===== src/rtl/redmule_tile_evt_unit_pkg.sv =====
// Shared types and default parameters for the RedMulE tile event unit.
package redmule_tile_evt_pkg;

  typedef enum logic [1:0] {
    IDLE,
    WAKE,
    WAIT_RUN
  } wake_state_e;

  localparam int unsigned DEF_N_EVT   = 2;
  localparam int unsigned DEF_CNT_W   = 4;
  localparam int unsigned DEF_IRQ_ID  = 11;
  localparam int unsigned DEF_TIMEOUT = 1024;

endpackage


===== src/rtl/redmule_tile_evt_unit_if.sv =====
// Tile-facing link of the event unit: event/busy/sleep in, irq/wake-up out.
interface redmule_tile_evt_unit_if #(
  parameter int unsigned N_EVT = redmule_tile_evt_pkg::DEF_N_EVT
);
  logic [N_EVT-1:0] evt_i;
  logic             busy_i;
  logic             core_sleep_i;
  logic [31:0]      irq_o;
  logic             wu_wfe_o;

  modport master (output evt_i, busy_i, core_sleep_i, input irq_o, wu_wfe_o);
  modport slave  (input evt_i, busy_i, core_sleep_i, output irq_o, wu_wfe_o);
endinterface


===== src/rtl/redmule_tile_evt_unit_cnt.sv =====
// One saturating up/down pending counter with a registered nonzero flag.
module redmule_tile_evt_cnt #(
  parameter int unsigned CNT_W = redmule_tile_evt_pkg::DEF_CNT_W
) (
  input  logic clk_i,
  input  logic rstn_i,
  input  logic inc_i,
  input  logic dec_i,
  output logic pending_o,
  output logic ovf_o
);
  localparam logic [CNT_W-1:0] CNT_MAX = '1;

  logic [CNT_W-1:0] cnt_q, cnt_d;
  logic             pending_q;

  always_comb begin
    // NOTE: every always_comb output gets a default first so no path can infer a latch.
    cnt_d = cnt_q;
    ovf_o = 1'b0;
    if (inc_i && !dec_i) begin
      if (cnt_q == CNT_MAX) ovf_o = 1'b1;
      else                  cnt_d = cnt_q + CNT_W'(1);
    end else if (dec_i && !inc_i && (cnt_q != '0)) begin
      cnt_d = cnt_q - CNT_W'(1);
    end
  end

  // NOTE: sequential state uses non-blocking assignments so all flops update together.
  always_ff @(posedge clk_i) begin
    if (!rstn_i) begin
      cnt_q     <= '0;
      pending_q <= 1'b0;
    end else begin
      cnt_q     <= cnt_d;
      pending_q <= (cnt_d != '0);
    end
  end

  assign pending_o = pending_q;
endmodule


===== src/rtl/redmule_tile_evt_unit.sv =====
// Tile event unit: per-event pending counters, irq line and one-shot core wake-up.
// Optional busy watchdog enabled by defining REDMULE_TILE_EVT_UNIT_WDOG_EN.
module redmule_tile_evt_unit
  import redmule_tile_evt_pkg::*;
#(
  parameter int unsigned N_EVT   = DEF_N_EVT,
  parameter int unsigned CNT_W   = DEF_CNT_W,
  parameter int unsigned IRQ_ID  = DEF_IRQ_ID,
  parameter int unsigned TIMEOUT = DEF_TIMEOUT
) (
  input  logic                   clk_i,
  input  logic                   rstn_i,
  redmule_tile_evt_unit_if.slave tile_if,
  input  logic [N_EVT-1:0]       evt_mask_i,
  input  logic [N_EVT-1:0]       evt_ack_i,
  output logic [N_EVT-1:0]       pending_o,
  output logic                   overflow_o,
  output logic                   timeout_o
);
  logic [N_EVT-1:0] ovf_hit;
  logic             overflow_q;
  logic             irq_line;
  wake_state_e      state_q, state_d;

  for (genvar g = 0; g < N_EVT; g++) begin : g_cnt
    redmule_tile_evt_cnt #(.CNT_W(CNT_W)) u_cnt (
      .clk_i     (clk_i),
      .rstn_i    (rstn_i),
      .inc_i     (tile_if.evt_i[g]),
      .dec_i     (evt_ack_i[g]),
      .pending_o (pending_o[g]),
      .ovf_o     (ovf_hit[g])
    );
  end

  always_ff @(posedge clk_i) begin
    if (!rstn_i) overflow_q <= 1'b0;
    else         overflow_q <= overflow_q | (|ovf_hit);
  end
  assign overflow_o = overflow_q;

`ifdef REDMULE_TILE_EVT_UNIT_WDOG_EN
  localparam int unsigned         WDOG_W     = $clog2(TIMEOUT + 1);
  localparam logic [WDOG_W-1:0]   WDOG_LIMIT = WDOG_W'(TIMEOUT);

  logic [WDOG_W-1:0] wdog_q, wdog_d;
  logic              timeout_q;

  // Counter parks at the limit so a long busy phase cannot wrap around.
  always_comb begin
    wdog_d = '0;
    if (tile_if.busy_i) wdog_d = (wdog_q == WDOG_LIMIT) ? wdog_q : wdog_q + WDOG_W'(1);
  end

  always_ff @(posedge clk_i) begin
    if (!rstn_i) begin
      wdog_q    <= '0;
      timeout_q <= 1'b0;
    end else begin
      wdog_q    <= wdog_d;
      timeout_q <= timeout_q | (wdog_d == WDOG_LIMIT);
    end
  end
  assign timeout_o = timeout_q;
`else
  logic wdog_unused;
  assign wdog_unused = tile_if.busy_i ^ (TIMEOUT == 0);
  assign timeout_o   = 1'b0;
`endif

  // Mask is applied combinationally so unmasking a pending event raises irq at once.
  assign irq_line = (|(pending_o & evt_mask_i)) | timeout_o;

  always_comb begin
    tile_if.irq_o         = '0;
    tile_if.irq_o[IRQ_ID] = irq_line;
  end

  always_ff @(posedge clk_i) begin
    if (!rstn_i) state_q <= IDLE;
    else         state_q <= state_d;
  end

  always_comb begin
    state_d          = state_q;
    tile_if.wu_wfe_o = 1'b0;
    unique case (state_q)
      IDLE:     if (tile_if.core_sleep_i && irq_line) state_d = WAKE;
      WAKE: begin
        tile_if.wu_wfe_o = 1'b1;
        state_d          = WAIT_RUN;
      end
      WAIT_RUN: if (!tile_if.core_sleep_i) state_d = IDLE;
      default:  state_d = IDLE;
    endcase
  end
endmodule


===== src/flat_wrapper.sv =====
// flat-port wrapper written by rule: the top's interface ports become plain ports
module redmule_tile_evt_unit_flat import redmule_tile_evt_pkg::*;
#(
  parameter int unsigned N_EVT   = DEF_N_EVT,
  parameter int unsigned CNT_W   = DEF_CNT_W,
  parameter int unsigned IRQ_ID  = DEF_IRQ_ID,
  parameter int unsigned TIMEOUT = DEF_TIMEOUT
)
  (clk_i, rstn_i, evt_mask_i, evt_ack_i, pending_o, overflow_o, timeout_o, tile_if_evt_i, tile_if_busy_i, tile_if_core_sleep_i, tile_if_irq_o, tile_if_wu_wfe_o);
  redmule_tile_evt_unit_if #(.N_EVT(N_EVT)) tile_if_i ();
  input  logic clk_i;
  input  logic rstn_i;
  input  logic [N_EVT-1:0] evt_mask_i;
  input  logic [N_EVT-1:0] evt_ack_i;
  output logic [N_EVT-1:0] pending_o;
  output logic overflow_o;
  output logic timeout_o;
  input wire logic [$bits(tile_if_i.evt_i)-1:0] tile_if_evt_i;
  input wire logic [$bits(tile_if_i.busy_i)-1:0] tile_if_busy_i;
  input wire logic [$bits(tile_if_i.core_sleep_i)-1:0] tile_if_core_sleep_i;
  output wire logic [$bits(tile_if_i.irq_o)-1:0] tile_if_irq_o;
  output wire logic [$bits(tile_if_i.wu_wfe_o)-1:0] tile_if_wu_wfe_o;
  assign tile_if_i.evt_i = tile_if_evt_i;
  assign tile_if_i.busy_i = tile_if_busy_i;
  assign tile_if_i.core_sleep_i = tile_if_core_sleep_i;
  assign tile_if_irq_o = tile_if_i.irq_o;
  assign tile_if_wu_wfe_o = tile_if_i.wu_wfe_o;
  redmule_tile_evt_unit #(.N_EVT(N_EVT), .CNT_W(CNT_W), .IRQ_ID(IRQ_ID), .TIMEOUT(TIMEOUT)) u_core (.clk_i(clk_i), .rstn_i(rstn_i), .tile_if(tile_if_i), .evt_mask_i(evt_mask_i), .evt_ack_i(evt_ack_i), .pending_o(pending_o), .overflow_o(overflow_o), .timeout_o(timeout_o));
endmodule

===== config.mk =====
export PLATFORM = sky130hd
export DESIGN_NAME = redmule_tile_evt_unit_flat
export DESIGN_NICKNAME = d
export VERILOG_FILES = /design/src/rtl/redmule_tile_evt_unit_pkg.sv /design/src/rtl/redmule_tile_evt_unit_if.sv /design/src/rtl/redmule_tile_evt_unit_cnt.sv /design/src/rtl/redmule_tile_evt_unit.sv /design/src/flat_wrapper.sv
export SDC_FILE = /design/constraint.sdc
export NUM_CORES = 1
export LEC_CHECK = 0
export BUFFER_PORTS_ARGS = -buffer_cell sky130_fd_sc_hd__buf_4
export CAP_MARGIN = 20
export CORE_MARGIN = 2
export CORE_UTILIZATION = 35
export CTS_CLUSTER_SIZE = 28
export DETAILED_ROUTE_END_ITERATION = 6
export PLACE_DENSITY = 0.7
export SLEW_MARGIN = 20
export SYNTH_ARGS = -nofsm -noshare
export SYNTH_HDL_FRONTEND = slang
export SYNTH_SLANG_ARGS = --single-unit

===== constraint.sdc =====
create_clock -name clk_i -period 1.5 [get_ports clk_i]
set_input_delay 0.075 -clock clk_i [delete_from_list [all_inputs] [get_ports clk_i]]
set_output_delay 0.075 -clock clk_i [all_outputs]
set_load 0.02 [all_outputs]

Yosys cells after proc, flatten, opt, wreduce, memory -nomap -nowiden:

Cells that the tools add are included.

* $add $sub $neg: 4
* eq/ne operators: 6
* mux-type cells: 14
* bitwise logic cells: 2
* reductions and logical operators: 19

Operators by type and width (count)
* 4-bit two-way mux: 6
* 4-bit nonzero test: 4
* 4-bit by 1-bit adder with 4-bit output (second input constant): 2
* 4-bit == test (second input constant): 2
* 4-bit by 1-bit subtractor with 4-bit output (second input constant): 2
* 1-bit logical AND: 7
* 2-bit case mux with 3 select lines: 1
* 1-bit two-way mux: 5
* 1-bit zero test: 4
* 2-bit two-way mux: 2
* 2-bit OR reduction: 2
* 2-bit bitwise AND: 1
* 2-bit by 1-bit == test with 1-bit output (second input constant): 1
* 2-bit == test (second input constant): 1
* 2-bit zero test: 1
* 2-bit by 1-bit != test with 1-bit output (second input constant): 1
* 2-bit != test (second input constant): 1
* 2-bit AND reduction: 1
* 1-bit OR: 1

* register bits: 13
* bits of input ports: 10
* output and inout bits: 37
* word-level logic and storage cells: 51

Longest topological paths before layout:

Gate-level depths: netlist of run 1.

* word-level depth: 6
* gate-level depth with buffers: 7
* depth with buffers taken out: 7

By module:

Synthesis of run 1 repeated with hierarchy kept, for this count alone.

* cells, all modules: 134
* area total of the unflattened synthesis: 1137.3 µm²

Modules (own cells, without submodules)
* redmule_tile_evt_cnt: times used 2, cells an instance 44, area an instance 372.9 µm², sequential area each 100.1 µm²
* redmule_tile_evt_unit: times used 1, cells an instance 46, area an instance 391.6 µm², sequential area each 60.1 µm²

Least setup slack after synthesis of run 1:

No wires, ideal clock.

* path kind: flip-flop to flip-flop
* from: register u_core.g_cnt[1].u_cnt.cnt_q[0]
* to: register u_core.g_cnt[1].u_cnt.pending_q
* setup time: 120 ps
* arrival: 1432 ps
* required time: 1380 ps
* path slack: -51 ps
* stages on the path, launching flop included: 7
* buffers on the path: 0
* period minus slack after synthesis: 1551 ps
* cell sequence: dfxtp_1 -> inv_1 -> ha_1 -> a32o_1 -> o221ai_1 -> a21oi_1 -> o31a_1

* word-level cells in the longest chain between the ends: 5
* elaborated cells between the ends (all ways): 9
* those cells by class: 2 x add/sub; 1 x eq/ne; 3 x mux; 3 x reduce/logical

Ends and longest elaborated chain
* from (decl): RTL line redmule_tile_evt_unit_cnt.sv:14 `logic [CNT_W-1:0] cnt_q, cnt_d;`
* from (signal assigned): RTL line redmule_tile_evt_unit_cnt.sv:35 `cnt_q <= cnt_d;`
* branches (longest 3 deep; another with 4-bit by 1-bit subtractor with 4-bit output)
* 4-bit two-way mux (*): RTL line redmule_tile_evt_unit_cnt.sv:21 `if (inc_i && !dec_i) begin`
* 4-bit nonzero test (*): RTL line redmule_tile_evt_unit_cnt.sv:36 `pending_q <= (cnt_d != '0);`
* to (signal assigned): RTL line redmule_tile_evt_unit_cnt.sv:36
* to (decl): RTL line redmule_tile_evt_unit_cnt.sv:15 `logic pending_q;`

Every way passes the cells marked *.
A chain may end at the register's enable or synchronous reset.

Worst setup path in the final report of run 1:

* from: register u_core.g_cnt[0].u_cnt.cnt_q[0]
* to: register u_core.g_cnt[0].u_cnt.pending_q

* word-level cells in the longest chain between the ends: 5
* elaborated cells between the ends (all ways): 9
* those cells by class: 2 x add/sub; 1 x eq/ne; 3 x mux; 3 x reduce/logical

Ends and longest elaborated chain (RTL line)
* from (decl): redmule_tile_evt_unit_cnt.sv:14
* from (signal assigned): redmule_tile_evt_unit_cnt.sv:35
* branches (longest 3 deep; another with 4-bit by 1-bit subtractor with 4-bit output)
* 4-bit two-way mux (*): redmule_tile_evt_unit_cnt.sv:21
* 4-bit nonzero test (*): redmule_tile_evt_unit_cnt.sv:36
* to (signal assigned): redmule_tile_evt_unit_cnt.sv:36
* to (decl): redmule_tile_evt_unit_cnt.sv:15

Marks and branches as above.

==> results of run 1 <==
[logic make-up (layout without fill, tap and decap cells)]
| group | after synthesis | in the layout | synth area share, % |
|---|---|---|---|
| multiplexers | 3 | 3 | 2.94 |
| XOR/XNOR | 2 | 2 | 1.65 |
| other | 1 | 32 | 0.353 |
| buffers and inverters | 47 | 47 | 29.6 |
| adder cells (fa/ha/maj) | 4 | 4 | 4.71 |
| flip-flops | 13 | 13 | 24.5 |
| AND/OR/NAND/NOR | 38 | 38 | 21.2 |
| AO/OA/AOI/OAI | 23 | 23 | 15.1 |
[layout make-up]
class | count | area, µm² | share of cell area [%]
well taps | 33 | 41.3 | 3.04
clock buffers | 4 | 26.3 | 1.93
repair buffers | 33 | 254 | 18.7
inverters | 10 | 42.5 | 3.13
multi-input cells | 102 | 723 | 53.2
flip-flops and latches | 13 | 272 | 20.0
[registers in the layout, indices dropped and copies added, names as in the netlist]
name	cells
u_core.g_cnt.u_cnt.pending_o	2
u_core.state_q	2
u_core.g_cnt.u_cnt.cnt_q	8
u_core.overflow_o	1
[critical path, cell delays in order (launching register included)]
cell,delay (ns)
dfxtp_2,0.34
ha_1,0.21
and3_1,0.23
nor2_2,0.15
a211oi_2,0.07
a211oi_2,0.27
o211ai_1,0.13
[routing by layer]
metal	vias up	part of all wire, %	track usage, %
met5	-	0	0
met2	45	48	18.7
met4	0	1.3	2.92
met3	6	7.8	5.24
li1	447	-	-
met1	387	43	14.0
[cell usage after synthesis (all sizes together), types with 2 or more instances]
cell / count
a211oi: 4
a21oi: 7
mux2i: 2
and2: 4
or3: 2
nor2b: 3
nor4: 2
nor3: 2
nand3: 3
nand2b: 4
nand4: 2
buf: 36
inv: 10
dfxtp: 13
nor2: 8
nand2: 2
ha: 4
o21ai: 3
xnor2: 2
[through the flow]
step	hold slack [ns]	setup slack [ns]	std cells	setup TNS [ns]	total power [W]
global placement	0.303	-0.0471	186	-0.0658	0.000881
CTS	0.0666	-0.0607	194	-0.0646	0.00118
finish	0.0761	-0.0137	195	-0.0137	0.00123
global route	0.0748	-0.0969	195	-0.207	0.00131
floorplan	0.182	0.00224	162	0	0.000816
detailed placement	0.308	-0.105	186	-0.184	0.000887
[power breakdown]
part / internal, W / switching, W
Combinational: 0.000288 / 0.000297
Sequential: 0.000390 / 0.0000419
Clock: 0.000103 / 0.000112
[worst max path at each step]
stage	endpoint	slack, ns
5_1_grt	u_core.g_cnt[0].u_cnt.pending_o	-0.1
4_1_cts	u_core.g_cnt[0].u_cnt.pending_o	-0.06
2_1_floorplan	u_core.g_cnt[1].u_cnt.pending_o	0.002
6_report	u_core.g_cnt[0].u_cnt.pending_o	-0.01
3_5_place_dp	u_core.g_cnt[0].u_cnt.pending_o	-0.11
3_3_place_gp	u_core.g_cnt[1].u_cnt.pending_o	-0.05
[layout by cell type, fill, tap and decap left out, drive strengths merged, types with 2 or more instances in the layout]
cell and instances:
xnor2 2, ha 4, a211oi 4, o21ai 3, and2 4, clkbuf 4, dfxtp 13, mux2i 2
nand4 2, nor3 2, nor2 8, nand2 2, buf 32, a21oi 7, inv 10, nor2b 3
nor4 2, nand3 3, conb 32, nand2b 4, or3 2
[what timing repair did]
| action | 4_1_cts | 5_1_grt |
|---|---|---|
| setup buffers | 3 | 2 |
| setup endpoints to repair | 5 | 6 |
| resized for setup | 22 | 16 |
| pin swaps | 10 | 12 |
| hold endpoints to repair | 1 | 0 |
| hold buffers | 1 | 0 |
==> impl_metrics.json, run 1 <==
{
  "cp.arrival_ns": 1.67,
  "r2r_slack_ns": -0.01,
  "cts_buffers": 3,
  "rsz0062_at_grt": "yes",
  "drc": 0,
  "final.min_clock_period_ns": 1.51,
  "portBuffers": 13,
  "cts.htree.levels": 1,
  "synth_seq_cells": 13,
  "diodes": 0,
  "yosys.area.top_type": "buf_4",
  "r2r_start": "u_core.g_cnt[0].u_cnt.cnt_q[0]",
  "routabilityCongestion": 0.932,
  "drive_gt1_share_pct": 40.1,
  "required_ns": 1.65,
  "pin_count": 47,
  "syn_area_per_cell_um2": 8.12,
  "synth_enable_flop_cells": 0,
  "worstSetupStartpointType": "register",
  "synth_top_area_share_pct": 24.7,
  "dpl-instance-area_um2": 1160,
  "cts_tree": "yes",
  "crit_fanout": 3,
  "worstReg2RegEnd": "u_core.g_cnt[0].u_cnt.pending_o",
  "clockBufferDepth": 2,
  "drt_iter0_drc": 26,
  "period_share_pct": 101,
  "grt_pass1_wl_um": 3020,
  "initial_utilization_pct": 35.7,
  "power_density_nw_per_um2": 906,
  "viasPerCell": 4.54,
  "hold_viol": 0,
  "p_leak_nw": 0.618,
  "finalClockSkew_ns": 0.00286,
  "fill_cells": 294,
  "yosysWarnings": 0,
  "grt_max_degree": 10,
  "clock_sinks": 13,
  "setup_slack_ns": -0.0137,
  "synth_flop_cell": "dfxtp_1",
  "finalCoreUtilization_pct": 45.6,
  "peakVddDrop_mv": 0.356,
  "min_path_type": "input port to register",
  "run_status": "finished with violations",
  "ys_top_cells_by_area": "buf_4 25%, dfxtp_1 24%, ha_1 4.7%",
  "synthesis.area_um2": 1060,
  "cp-end-kind": "register",
  "timing.final.max_slew_violations": 0,
  "async_flop_share_pct": 0,
  "min_path_cells": 3,
  "drt-total-wl_um": 2040,
  "synth.distinct_cells": 39,
  "firstDrtPassIters": 4,
  "final_area_um2": 1360,
  "area_growth_pct": 27.8,
  "avgRoutedWirePerCell_um": 10.4,
  "track_usage_pct": 11.6,
  "ys_seq_area_share_pct": 24.5,
  "max_freq_mhz": 661,
  "overflow": 0,
  "hold_end": "u_core.state_q[0]",
  "min_from": "tile_if_core_sleep_i",
  "final-setup-viol-count": 1,
  "max_cap_violations": 0,
  "place_hpwl_um": 1460,
  "root_buffer": "clkbuf_4",
  "antenna_found_initial": 0,
  "die_y_um": 59.1,
  "nets": 177,
  "die_w_um": 59.1,
  "synth_cells": 131,
  "rows": 20,
  "insertion_delay_ns": 0.28,
  "violations": "negative setup slack",
  "ant_nets": 0,
  "crit_type": "register to register",
  "setup.worst_path.start": "u_core.g_cnt[0].u_cnt.cnt_q[0]",
  "rr_worst_depth": 6,
  "clk_pin_slew_ns": 0.08,
  "routed-via-count": 885,
  "die_area_um2": 3500,
  "coreArea_um2": 2980,
  "grt_pass1_vias": 708
}
Note: power is estimated with default switching activity, not from simulation.
==> run 2: changes to the inputs <==
--- a/config.mk
+++ b/config.mk
@@ -11,8 +11,9 @@
 export CORE_UTILIZATION = 35
 export CTS_CLUSTER_SIZE = 28
 export DETAILED_ROUTE_END_ITERATION = 6
-export PLACE_DENSITY = 0.7
+export PLACE_DENSITY = 0.69
 export SLEW_MARGIN = 20
 export SYNTH_ARGS = -nofsm -noshare
 export SYNTH_HDL_FRONTEND = slang
+export SYNTH_HIERARCHICAL = 1
 export SYNTH_SLANG_ARGS = --single-unit
==> run 2 against run 1 <==
Effect of this change: via count is 9.7% higher; power is 46% higher; clock skew is 0.0021 ns higher; non-clock buffer count fell by 4; maximum frequency down 13%; the flow still finishes with violations (negative setup slack); final cell count up 6.2%.
==> impl_metrics.json, run 2 <==
{
  "firstDrtPassIters": 4,
  "insertion_delay_ns": 0.27,
  "finalCoreUtilization_pct": 43.8,
  "sw_frac_of_total_pct": 39.6,
  "synth_enable_flop_cells": 0,
  "synth.most_common_cell": "buf_4",
  "track_usage_pct": 13.7,
  "cts_tree": "yes",
  "setup_slack_ns": -0.249,
  "drt_iter0_drc": 20,
  "worstSetupStartpointType": "register",
  "period_share_pct": 117,
  "final_common_cell": "conb_1",
  "hold_viol": 0,
  "diodes": 0,
  "grt_pass1_vias": 890,
  "cts.htree.levels": 1,
  "critPathMaxStageDelay_ns": 0.39,
  "nets": 178,
  "dp_worst_setup_slack_ns": -0.299,
  "max_cap_violations": 0,
  "place_hpwl_um": 1800,
  "root_buffer": "clkbuf_4",
  "largest_reg_flops": 8,
  "die_w_um": 61.0,
  "synth_top_area_share_pct": 22.9,
  "cp.arrival_ns": 1.92,
  "cp_slowest_cell": "or3b_4",
  "grt_use_met2_pct": 22.3,
  "pin_count": 47,
  "drc": 0,
  "min_path_type": "input port to register",
  "async_flop_share_pct": 0,
  "yosys.area.top_type": "dfxtp_1",
  "crit_type": "register to register",
  "yosysWarnings": 6,
  "clockPowerShare_pct": 11.9,
  "clk_pin_slew_ns": 0.08,
  "timing.final.max_slew_violations": 0,
  "final-setup-viol-count": 4,
  "final.min_clock_period_ns": 1.75,
  "grt_pass1_wl_um": 3750,
  "grt_max_degree": 16,
  "ant_nets": 0,
  "regMostFlops": "u_core/g_cnt.u_cnt/cnt_q",
  "routed-via-count": 971,
  "power_frac_seq_pct": 28.7,
  "finalClockSkew_ns": 0.00492,
  "rows": 20,
  "cp-end-kind": "register",
  "max_freq_mhz": 572,
  "final_cell_mix": "32 x conb_1, 29 x buf_4, 13 x nand2_1, 9 x dfxtp_1, 6 x nor2b_1",
  "power_density_nw_per_um2": 1330,
  "synth_flop_cell": "dfxtp_1",
  "coreArea_um2": 3080,
  "clock_sinks": 13,
  "synth_cells": 134,
  "clockBufferDepth": 2,
  "drive_gt1_share_pct": 36.8,
  "post_synth_most_frequent_cells": "33 x buf_4, 13 x dfxtp_1, 13 x nand2_1",
  "grtUsageMet3_pct": 3.41,
  "die_area_um2": 3720,
  "viasPerCell": 4.69,
  "ys_seq_area_share_pct": 22.9,
  "avgRoutedWirePerCell_um": 11.1,
  "ys_top_cells_by_area": "dfxtp_1 23%, buf_4 22%, and4bb_2 4.4%",
  "crit_fanout": 3,
  "pwr-share-comb_pct": 59.4,
  "die_y_um": 61.0,
  "use_met1_pct": 15.9,
  "initial_utilization_pct": 37.0,
  "p_int_w": 0.00108,
  "violations": "negative setup slack",
  "peakVddDrop_mv": 0.427,
  "top_usage_layer": "met2",
  "drt-total-wl_um": 2310,
  "cts_buffers": 3,
  "synth.distinct_cells": 33,
  "synth_seq_cells": 13,
  "p_leak_nw": 0.604,
  "finalSetupTns_ns": -0.592,
  "routabilityCongestion": 0.812,
  "run_status": "finished with violations",
  "power.switching_w": 0.000710,
  "required_ns": 1.67,
  "antenna_found_initial": 0,
  "overflow": 0,
  "area_growth_pct": 18.6,
  "portBuffers": 13,
  "rsz0062_at_grt": "yes",
  "syn_area_per_cell_um2": 8.49,
  "hold_ws_ns": 0.0797,
  "crit_path_cell_trace": "inv_4 > ha_4 > or3b_4 > a22oi_2 > mux2i_1 > or2_0 > a211o_1",
  "synthesis.area_um2": 1140
}
==> run 2: changes by cell type after synthesis, moves of 3 or more <==
cell,delta
inv_1,-4
nor2b_1,+3
nand3b_1,+3
a21oi_1,-6
a31oi_1,+6
and4bb_2,+4
nor2_1,-7
nand2_1,+11
==> run 2: layout make-up <==
| type | count | area, µm² |
|---|---|---|
| Fill cell | 297 | 1730 |
| Tap cell | 44 | 55.1 |
| Multi-Input combinational cell | 110 | 753 |
| Clock buffer | 4 | 26.3 |
| Inverter | 7 | 28.8 |
| Timing Repair Buffer | 29 | 218 |
| Sequential cell | 13 | 268 |
==> run 2: power by group through the flow <==
stage               Sequential, W  Combinational, W  Clock (W)
floorplan                0.000565          0.000696          0
global placement         0.000519          0.000964          0
detailed placement       0.000521          0.000997          0
CTS                      0.000514           0.00103   0.000220
global route             0.000525           0.00116   0.000241
finish                   0.000515           0.00107   0.000213
==> run 2: kinds of logic (layout without fill, tap and decap cells) <==
group           after synthesis  count (layout)  synth area share, %
simple gates                 50              50                 30.0
buf+inv                      42              40                 26.1
compound gates               22              22                 14.5
flops                        13              13                 22.9
fa+ha+maj                     4               4                 4.40
mux                           2               2                 1.76
other cells                   1              32                0.330
==> run 2: what timing repair did <==
item,4_1_cts,5_1_grt
pin swaps,3,0
buffers inserted,1,0
hold buffers,0,0
resized for setup,5,4
setup endpoints to repair,4,5
==> run 2: routing by layer <==
layer	wire length (µm)	part of all wire (%)	vias to the layer above
met5	0	0	-
met4	42	1.8	0
met3	149	6.5	5
met2	1130	49	43
met1	989	43	456
li1	-	-	467
==> run 2: worst max-delay path: cells and delay by family (launching register included) <==
family / cells / cell delay (ns)
buffers and inverters: 1 / 0.06
flip-flops: 1 / 0.37
adder cells (fa/ha/maj): 1 / 0.12
multiplexers: 1 / 0.11
AO/OA/AOI/OAI: 2 / 0.40
AND/OR/NAND/NOR: 2 / 0.59
==> run 2: path summary, 6_finish.rpt <==
path	startpoint	slack, ns	to	cells past startpoint
worst max-delay path	u_core/g_cnt[0].u_cnt/cnt_q[0]	-0.25	u_core/g_cnt[0].u_cnt/pending_o	7
worst max register to register	u_core/g_cnt[0].u_cnt/cnt_q[0]	-0.25	u_core/g_cnt[0].u_cnt/pending_o	7
worst min register to register	u_core/overflow_o	0.49	u_core/overflow_o	2
worst min-delay path	tile_if_core_sleep_i	0.08	u_core/state_q[0]	3
==> run 2: through the flow <==
stage               area, µm²  power [W]  std cells
floorplan                1280    0.00126        165
global placement         1280    0.00148        202
detailed placement       1280    0.00152        202
CTS                      1330    0.00177        207
global route             1350    0.00193        207
finish                   1350    0.00179        207
==> run 3: changes to the inputs <==
--- a/config.mk
+++ b/config.mk
@@ -8,10 +8,11 @@
 export BUFFER_PORTS_ARGS = -buffer_cell sky130_fd_sc_hd__buf_4
 export CAP_MARGIN = 20
 export CORE_MARGIN = 2
-export CORE_UTILIZATION = 35
+export CORE_UTILIZATION = 43
 export CTS_CLUSTER_SIZE = 28
 export DETAILED_ROUTE_END_ITERATION = 6
-export PLACE_DENSITY = 0.69
+export PLACE_DENSITY = 0.81
+export SETUP_SLACK_MARGIN = 0.2
 export SLEW_MARGIN = 20
 export SYNTH_ARGS = -nofsm -noshare
 export SYNTH_HDL_FRONTEND = slang
==> run 3 against run 2 <==
Effect of this change: the flow still finishes with violations (negative setup slack); worst hold slack worse by 0.011 ns; power up 10%; sequential cell count unchanged; register-to-register slack worse by 0.03 ns; core utilization up 12 points; final area up 4.0%; final cell count down 6.3%; maximum frequency down 1.5%; combinational power up 14%; sequential power up 3%; largest power group unchanged; highest routed layer unchanged.
==> impl_metrics.json, run 3 (synthesis results as in run 2) <==
{
  "track_usage_pct": 14.6,
  "overflow": 0,
  "die_area_um2": 3070,
  "routed-via-count": 966,
  "cp_slowest_cell": "or3b_4",
  "dp_worst_setup_slack_ns": -0.278,
  "multi_input_area_um2": 808,
  "cts_tree": "yes",
  "die_y_um": 55.4,
  "coreArea_um2": 2500,
  "portBuffers": 13,
  "diodes": 0,
  "grt_pass1_vias": 846,
  "cp.arrival_ns": 1.95,
  "max_freq_mhz": 563,
  "antenna_found_initial": 0,
  "seq_area_um2": 268,
  "routabilityCongestion": 0.735,
  "timing.final.max_slew_violations": 0,
  "firstDrtPassIters": 5,
  "regMostFlops": "u_core/g_cnt.u_cnt/cnt_q",
  "crit_path_cell_trace": "inv_4 > ha_4 > or3b_4 > a22oi_2 > mux2i_2 > or2_0 > a211o_1",
  "viasPerCell": 4.98,
  "drc": 0,
  "grt_max_degree": 16,
  "initial_utilization_pct": 45.5,
  "p_leak_nw": 0.629,
  "max_cap_violations": 0,
  "area_growth_pct": 23.3,
  "cp-end-kind": "register",
  "peakVddDrop_mv": 0.834,
  "final.min_clock_period_ns": 1.78,
  "crit_type": "register to register",
  "hold_viol": 0,
  "grt_pass1_wl_um": 3680,
  "drive_gt1_share_pct": 41.5,
  "pin_count": 47,
  "clk_pin_slew_ns": 0.08,
  "final-setup-viol-count": 5,
  "hold_ws_ns": 0.0686,
  "finalSetupTns_ns": -0.787,
  "rows": 18,
  "worstSetupStartpointType": "register",
  "avgRoutedWirePerCell_um": 12.6,
  "cts.htree.levels": 1,
  "root_buffer": "clkbuf_4",
  "place_hpwl_um": 1670,
  "rsz0062_at_grt": "yes",
  "total_power_w": 0.00197,
  "setup_slack_ns": -0.276,
  "insertion_delay_ns": 0.28,
  "clock_sinks": 13,
  "min_path_type": "input port to register",
  "largest_reg_flops": 8,
  "period_share_pct": 118,
  "ant_nets": 0,
  "crit_fanout": 4,
  "final_common_cell": "conb_1",
  "drt_iter0_drc": 40,
  "die_w_um": 55.4,
  "finalCoreUtilization_pct": 56.1,
  "cts_buffers": 3,
  "fill_cells": 216,
  "drt-total-wl_um": 2440,
  "hold_buffers": 0,
  "clockBufferDepth": 2,
  "critPathMaxStageDelay_ns": 0.40,
  "nets": 179,
  "final_cell_mix": "32 x conb_1, 28 x buf_4, 13 x nand2_1, 9 x dfxtp_1, 6 x nor2b_1",
  "violations": "negative setup slack",
  "run_status": "finished with violations",
  "power_density_nw_per_um2": 1410,
  "required_ns": 1.67,
  "finalClockSkew_ns": 0.00200
}
==> run 3: cell types whose count changed in the layout (fill, tap and decap cells not counted), moves of 2 or more <==
cell,change
buf_6,+2
a211oi_2,+2
a211oi_1,-2
o21ai_1,+2
==> run 3: final cells by class <==
| class | count | area share [%] |
|---|---|---|
| Clock buffer | 3 | 1.61 |
| Clock inverter | 1 | 0.357 |
| Inverter | 7 | 2.05 |
| Multi-Input combinational cell | 110 | 57.6 |
| Sequential cell | 13 | 19.1 |
| Tap cell | 30 | 2.68 |
| Timing Repair Buffer | 30 | 16.6 |
==> run 3: repair_timing <==
item,in CTS,in global routing
setup endpoints to repair,8,11
setup buffers,3,1
pin swaps,7,2
gates resized for setup,10,12
==> run 3: final timing paths <==
check / start / endpoint / slack, ns / cells past startpoint
setup / recovery: u_core/g_cnt[0].u_cnt/cnt_q[0] / u_core/g_cnt[0].u_cnt/pending_o / -0.28 / 7
setup reg to reg: u_core/g_cnt[0].u_cnt/cnt_q[0] / u_core/g_cnt[0].u_cnt/pending_o / -0.28 / 7
hold reg to reg: u_core/g_cnt[0].u_cnt/cnt_q[3] / u_core/g_cnt[0].u_cnt/cnt_q[3] / 0.51 / 2
hold / removal: tile_if_core_sleep_i / u_core/state_q[0] / 0.07 / 3
==> run 3: metrics by stage <==
stage	cells	area [µm²]
6_report	194	1400
5_1_grt	194	1400
4_1_cts	193	1340
3_5_place_dp	186	1250
3_3_place_gp	186	1250
2_1_floorplan	165	1280
==> run 3: layer usage <==
| layer | routed length, µm | part of all wire [%] | track usage (%) | vias to the layer above |
|---|---|---|---|---|
| li1 | - | - | - | 468 |
| met2 | 1200 | 49 | 24.5 | 46 |
| met1 | 1000 | 41 | 18.0 | 446 |
| met3 | 175 | 7.2 | 4.92 | 6 |
| met4 | 55 | 2.3 | 3.14 | 0 |
| met5 | 0 | 0 | 0 | - |
==> run 3: critical path: cells and delay by family (launching register included) <==
family / cells / cell delay (ns)
buffers and inverters: 1 / 0.06
AO/OA/AOI/OAI: 2 / 0.43
AND/OR/NAND/NOR: 2 / 0.60
adder cells (fa/ha/maj): 1 / 0.12
multiplexers: 1 / 0.10
flip-flops: 1 / 0.37
==> run 3: power breakdown <==
| part | switching [W] | internal, W |
|---|---|---|
| Sequential | 0.0000854 | 0.000445 |
| Clock | 0.000121 | 0.0000990 |
| Combinational | 0.000590 | 0.000634 |
| Total | 0.000797 | 0.00118 |
